### src/rtl/inst_queue_pkg.sv
// Shared types and constants for the instruction queue between fetch and decode.
// Stands in for the bus widths and flag encodings of the common CPU define set.
package inst_queue_pkg;

    localparam int INST_W   = 32;
    localparam int ADDR_W   = 32;
    localparam int IQ_DEPTH = 16;

    localparam logic IQ_EMPTY  = 1'b1;
    localparam logic IQ_ENABLE = 1'b1;
    localparam logic IQ_VALID  = 1'b1;

    typedef logic [INST_W-1:0] inst_bus_t;
    typedef logic [ADDR_W-1:0] addr_bus_t;

    typedef struct packed {
        inst_bus_t inst;
        addr_bus_t pc;
    } iq_entry_t;

endpackage

### src/rtl/inst_queue_if.sv
// Fetch-side push, decode-side pop and flush signals of the instruction queue.
// The slave modport is the queue itself; master is the surrounding pipeline.
interface inst_queue_if;
    import inst_queue_pkg::*;

    logic      IF_valid;
    inst_bus_t IF_inst;
    addr_bus_t IF_pc;
    logic      IF_queue_is_full;

    logic      ROB_clear;

    logic      InstQueue_enable;
    logic      InstQueue_queue_is_empty;
    inst_bus_t InstQueue_inst;
    addr_bus_t InstQueue_pc;

    modport master (
        output IF_valid,
        output IF_inst,
        output IF_pc,
        input  IF_queue_is_full,
        output ROB_clear,
        output InstQueue_enable,
        input  InstQueue_queue_is_empty,
        input  InstQueue_inst,
        input  InstQueue_pc
    );

    modport slave (
        input  IF_valid,
        input  IF_inst,
        input  IF_pc,
        output IF_queue_is_full,
        input  ROB_clear,
        input  InstQueue_enable,
        output InstQueue_queue_is_empty,
        output InstQueue_inst,
        output InstQueue_pc
    );

endinterface

### src/rtl/inst_queue.sv
// Circular instruction queue between fetch and decode with flush and global stall.
// Define INST_QUEUE_BYPASS_EN to let a push into an empty queue be seen at the head in the same cycle.
module inst_queue
    import inst_queue_pkg::*;
#(
    parameter int DEPTH = IQ_DEPTH,
    parameter int PTR_W = 4
) (
    input  logic       clk,
    input  logic       rst,
    input  logic       rdy,
    inst_queue_if.slave iq
);

    localparam logic [PTR_W:0]   FULL_CNT = (PTR_W+1)'(DEPTH);
    localparam logic [PTR_W-1:0] PTR_ONE  = PTR_W'(1);
    localparam logic [PTR_W:0]   CNT_ONE  = (PTR_W+1)'(1);

    logic [PTR_W-1:0] head_q, head_d;
    logic [PTR_W-1:0] tail_q, tail_d;
    logic [PTR_W:0]   count_q, count_d;

    iq_entry_t mem_q [DEPTH];
    iq_entry_t wr_entry;
    logic      wr_en;

    logic stored_empty;
    logic full;
    logic bypass;
    logic push_ok;
    logic pop_ok;

    // NOTE: every signal written here gets a default first, so no path leaves it unassigned and no latch is inferred.
    always_comb begin
        head_d   = head_q;
        tail_d   = tail_q;
        count_d  = count_q;
        wr_en    = 1'b0;
        wr_entry = '{inst: iq.IF_inst, pc: iq.IF_pc};

        stored_empty = (count_q == '0);
        full         = (count_q == FULL_CNT);

`ifdef INST_QUEUE_BYPASS_EN
        bypass = stored_empty && (iq.IF_valid == IQ_VALID) && !iq.ROB_clear;
`else
        bypass = 1'b0;
`endif

        push_ok = (iq.IF_valid == IQ_VALID) && rdy && !full;
        pop_ok  = (iq.InstQueue_enable == IQ_ENABLE) && rdy && (!stored_empty || bypass);

        if (rdy) begin
            if (iq.ROB_clear) begin
                head_d  = '0;
                tail_d  = '0;
                count_d = '0;
            end else if (!(bypass && pop_ok)) begin
                // A bypassed word popped in the same cycle never touches storage.
                if (push_ok) begin
                    wr_en  = 1'b1;
                    tail_d = tail_q + PTR_ONE;
                end
                if (pop_ok) begin
                    head_d = head_q + PTR_ONE;
                end
                unique case ({push_ok, pop_ok})
                    2'b10:   count_d = count_q + CNT_ONE;
                    2'b01:   count_d = count_q - CNT_ONE;
                    default: count_d = count_q;
                endcase
            end
        end
    end

    always_comb begin
        iq.IF_queue_is_full         = full;
        iq.InstQueue_queue_is_empty = (stored_empty && !bypass) ? IQ_EMPTY : ~IQ_EMPTY;
        if (bypass) begin
            iq.InstQueue_inst = iq.IF_inst;
            iq.InstQueue_pc   = iq.IF_pc;
        end else if (!stored_empty) begin
            iq.InstQueue_inst = mem_q[head_q].inst;
            iq.InstQueue_pc   = mem_q[head_q].pc;
        end else begin
            iq.InstQueue_inst = '0;
            iq.InstQueue_pc   = '0;
        end
    end

    // NOTE: sequential state uses non-blocking assignments so every flop samples pre-edge values.
    always_ff @(posedge clk) begin
        if (rst) begin
            head_q  <= '0;
            tail_q  <= '0;
            count_q <= '0;
        end else begin
            head_q  <= head_d;
            tail_q  <= tail_d;
            count_q <= count_d;
        end
    end

    // NOTE: storage is deliberately not reset; outputs are forced to zero while empty, so stale words are never visible.
    always_ff @(posedge clk) begin
        if (wr_en && !rst) begin
            mem_q[tail_q] <= wr_entry;
        end
    end

endmodule

### src/flat_wrapper.sv
// flat-port wrapper written by rule: the top's interface ports become plain ports
module inst_queue_flat import inst_queue_pkg::*;
#(
    parameter int DEPTH = IQ_DEPTH,
    parameter int PTR_W = 4
)
  (clk, rst, rdy, iq_IF_valid, iq_IF_inst, iq_IF_pc, iq_IF_queue_is_full, iq_ROB_clear, iq_InstQueue_enable, iq_InstQueue_queue_is_empty, iq_InstQueue_inst, iq_InstQueue_pc);
  inst_queue_if iq_i ();
  input  logic clk;
  input  logic rst;
  input  logic rdy;
  input wire logic [$bits(iq_i.IF_valid)-1:0] iq_IF_valid;
  input wire logic [$bits(iq_i.IF_inst)-1:0] iq_IF_inst;
  input wire logic [$bits(iq_i.IF_pc)-1:0] iq_IF_pc;
  output wire logic [$bits(iq_i.IF_queue_is_full)-1:0] iq_IF_queue_is_full;
  input wire logic [$bits(iq_i.ROB_clear)-1:0] iq_ROB_clear;
  input wire logic [$bits(iq_i.InstQueue_enable)-1:0] iq_InstQueue_enable;
  output wire logic [$bits(iq_i.InstQueue_queue_is_empty)-1:0] iq_InstQueue_queue_is_empty;
  output wire logic [$bits(iq_i.InstQueue_inst)-1:0] iq_InstQueue_inst;
  output wire logic [$bits(iq_i.InstQueue_pc)-1:0] iq_InstQueue_pc;
  assign iq_i.IF_valid = iq_IF_valid;
  assign iq_i.IF_inst = iq_IF_inst;
  assign iq_i.IF_pc = iq_IF_pc;
  assign iq_IF_queue_is_full = iq_i.IF_queue_is_full;
  assign iq_i.ROB_clear = iq_ROB_clear;
  assign iq_i.InstQueue_enable = iq_InstQueue_enable;
  assign iq_InstQueue_queue_is_empty = iq_i.InstQueue_queue_is_empty;
  assign iq_InstQueue_inst = iq_i.InstQueue_inst;
  assign iq_InstQueue_pc = iq_i.InstQueue_pc;
  inst_queue #(.DEPTH(DEPTH), .PTR_W(PTR_W)) u_core (.clk(clk), .rst(rst), .rdy(rdy), .iq(iq_i));
endmodule
### config.mk
export PLATFORM = sky130hd
export DESIGN_NAME = inst_queue_flat
export DESIGN_NICKNAME = d
export VERILOG_FILES = /design/src/rtl/inst_queue_pkg.sv /design/src/rtl/inst_queue_if.sv /design/src/rtl/inst_queue.sv /design/src/flat_wrapper.sv
export SDC_FILE = /design/constraint.sdc
export NUM_CORES = 1
export LEC_CHECK = 0
export BUFFER_PORTS_ARGS = -buffer_cell sky130_fd_sc_hd__buf_2
export CAP_MARGIN = 40
export CORE_UTILIZATION = 35
export CTS_BUF_LIST = sky130_fd_sc_hd__clkbuf_8
export CTS_CLUSTER_SIZE = 40
export DETAILED_ROUTE_END_ITERATION = 8
export PLACE_DENSITY = 0.55
export SYNTH_ARGS = -nofsm -noshare
export SYNTH_HDL_FRONTEND = slang
export SYNTH_SLANG_ARGS = --single-unit
export TNS_END_PERCENT = 20
### constraint.sdc
create_clock -name clk -period 5.8 [get_ports clk]
set_clock_uncertainty 0.05 [all_clocks]
set_input_delay 0.29 -clock clk [delete_from_list [all_inputs] [get_ports clk]]
set_output_delay 0.29 -clock clk [all_outputs]
set_load 0.05 [all_outputs]
==> flow_summary.ini <==
[route]
routed_via_density = 5.109
drt.antenna.violating_nets = 0
first_pass_iters = 5
drc_errors = 0
vias = 18350
drt-initial-drc-count = 1591
wire_per_inst_um = 25.68
wirelength_mm = 92.22

[yosys]
syn_area_um2 = 39870
synth_cells = 1617
yosysTopAreaCellShare = 0.7713
post-synth-top-count-cell = edfxtp_1
synthTopCellsByArea = edfxtp_1, mux4_2, nor2b_1
synth_top_cell_by_area = edfxtp_1
synth_edf_count = 1024
ys_seq_area_frac = 0.7798
syn_nets = 1694
synthFlopType = edfxtp_1
postSynthAreaPerCell_um2 = 24.66
yosysUniqueCellTypes = 44
yosysWarnings = 0
synth_seq_cells = 1041
yosys-top-cells-count = edfxtp_1, mux4_2, nor2b_1, clkbuf_1, nor2_1
synthArstFlopShare = 0

[final_layout]
nets = 2037
drive_above_1_share = 0.3493
fillerInstances = 9826
multiInputGateArea_um2 = 8396
syn_to_final_growth_pct = 16.49
seq_area_um2 = 31100

[worst_setup_path]
critical_path_buf_inv_count = 2
slowest_stage = dfxtp_4
crit_family = multiplexers
critical_path_required_ns = 5.46
crit_top_cell = mux4_2
crit_fanout = 70
arrival_ns = 3.64
startpoint_type = register
crit_type = reg2out
r2r_slack_ns = 2.32
worstPathCellList = buf_12 -> mux4_2 -> mux4_2 -> nor2b_1 -> buf_2
cp-end-kind = output pin
max_stage_delay_ns = 0.72

[clock_tree]
clock-sinks = 1041
post_cts_buffers = 0
numCtsBuffers = 167
clockBufferDepth = 3
h-tree-depth = 4
cts.clk_slew.worst_paths_ns = 0.06
clk_latency_ns = 0.82
cts_tree = yes
cts_root_buf = clkbuf_8

[sta]
finalMaxSlewViolations = 0
rsz0062_at_grt = no
layout_setup_ws_ns = 1.816
finalCritPeriodShare = 0.6868
hold_viol_final = 0
tightest_slew_ns = 0.7951
finalCriticalPeriod_ns = 3.984
fin_tns_setup_ns = 0
setup_violations = 0
max_slew_margin = 0.4687
max_freq_mhz = 251.0
whs_ns = 0.1217

[power_and_ir_drop]
powerDensity_nw_per_um2 = 309.0
leakagePower_nw = 14.40
ir_drop_uv = 198.5

[hold_path]
hp-class = in2reg

[die]
core_um2 = 112700
die_area_um2 = 115300
rows = 123
die_w_um = 339.5
fp.dieH_um = 339.5
initial_core_util = 0.3539
ios = 136

[global_routing]
grt_use_total = 0.1612
grt_max_degree = 71
grt_pass1_wl_mm = 134.7
overflow = 0
grt_pass1_vias = 19900
antenna_found_initial = 11

[placement]
port-buffer-count = 135
dp_hpwl_mm = 47.74
place_congestion = 0.7027
dp_slack_ns = 2.383

[run_status]
status = complete, no violations

[flow_run]
cap_violations = 0
-- layout make-up --
| cell class | instances | share of cell area |
|---|---|---|
| flip-flops and latches | 1041 | 0.6697 |
| multi-input cells | 486 | 0.1808 |
| well taps | 1500 | 0.04041 |
| clock inverters | 131 | 0.01436 |
| inverters | 7 | 0.0005657 |
| repair buffers | 257 | 0.04434 |
| diodes | 1 | 0.00005388 |
| clock buffers | 168 | 0.04978 |
-- routing by layer --
metal  wire [um]  global-route usage  vias to the layer above
met5          74                   0                        -
met4        1503             0.04364                       12
met3        4458             0.03388                      132
met2       45430              0.2609                      531
met1       40750              0.2214                    10000
li1            -                   -                     7670
-- path summary, 6_finish.rpt --
check | start | endpoint | cells past startpoint
setup reg to reg | u_core.count_q[2]$_SDFFE_PP0P_ | u_core.mem_q[7][52]$_DFFE_PP_ | 5
hold reg to reg | u_core.head_q[3]$_SDFFE_PP0P_ | u_core.head_q[3]$_SDFFE_PP0P_ | 2
setup / recovery | register | iq_InstQueue_inst[16] | 5
hold / removal | iq_IF_valid | u_core.tail_q[3]$_SDFFE_PP0P_ | 5
-- power breakdown --
group	total, mW	internal (mW)	switching [mW]
logic	0.459	0.145	0.314
clock network	5.62	2.77	2.84
registers	8.28	8.27	0.00656
-- registers in the layout (all words and copies together), names as in the netlist, named ones only --
| name | flops |
|---|---|
| u_core.head_q | 4 |
| u_core.tail_q | 4 |
| u_core.count_q | 5 |
| u_core.mem_q | 1024 |
-- what timing repair did --
action,4_1_cts,5_1_grt
endpoints found under the hold margin,1041,0
hold buffers,72,0
endpoints found under the setup margin,0,0
resized for setup,0,0
-- through the flow --
| step | std cells | power, mW | util | cell area [um2] |
|---|---|---|---|---|
| global route | 3591 | 14.87 | 0.4123 | 46440 |
| finish | 3591 | 14.35 | 0.4123 | 46440 |
| global placement | 3211 | 8.837 | 0.3777 | 42540 |
| floorplan | 1617 | 8.659 | - | 39870 |
| detailed placement | 3219 | 8.855 | 0.3794 | 42740 |
| CTS | 3590 | 14.54 | 0.4123 | 46440 |
-- worst min-delay path, stage by stage --
cell and delay (ns):
buf_2 0.13, a21boi_0 0.17, o211ai_1 0.20, xor2_1 0.07, nor2_1 0.08
-- layout by cell type, fill, tap and decap left out, types with 9 or more instances in the layout --
master / Yosys / layout
edfxtp_1: 1024 / 1024
clkinv_1: 0 / 31
buf_4: 20 / 30
clkbuf_8: 0 / 168
dfxtp_1: 17 / 13
buf_12: 0 / 15
nor2_4: 0 / 9
clkinv_2: 0 / 14
nor2b_1: 65 / 65
dlygate4sd3_1: 0 / 72
inv_1: 7 / 76
nor2_1: 24 / 15
mux4_2: 320 / 320
buf_2: 4 / 135
-- logic make-up after synthesis --
family,Yosys count,share of synthesized area
AO/OA/AOI/OAI,22,0.004111
XOR/XNOR,6,0.001318
buffers and inverters,90,0.01183
AND/OR/NAND/NOR,125,0.01839
multiplexers,326,0.1824
flip-flops,1041,0.7798
adder cells (fa/ha/maj),7,0.002197
(Power assumes the default switching activity.)
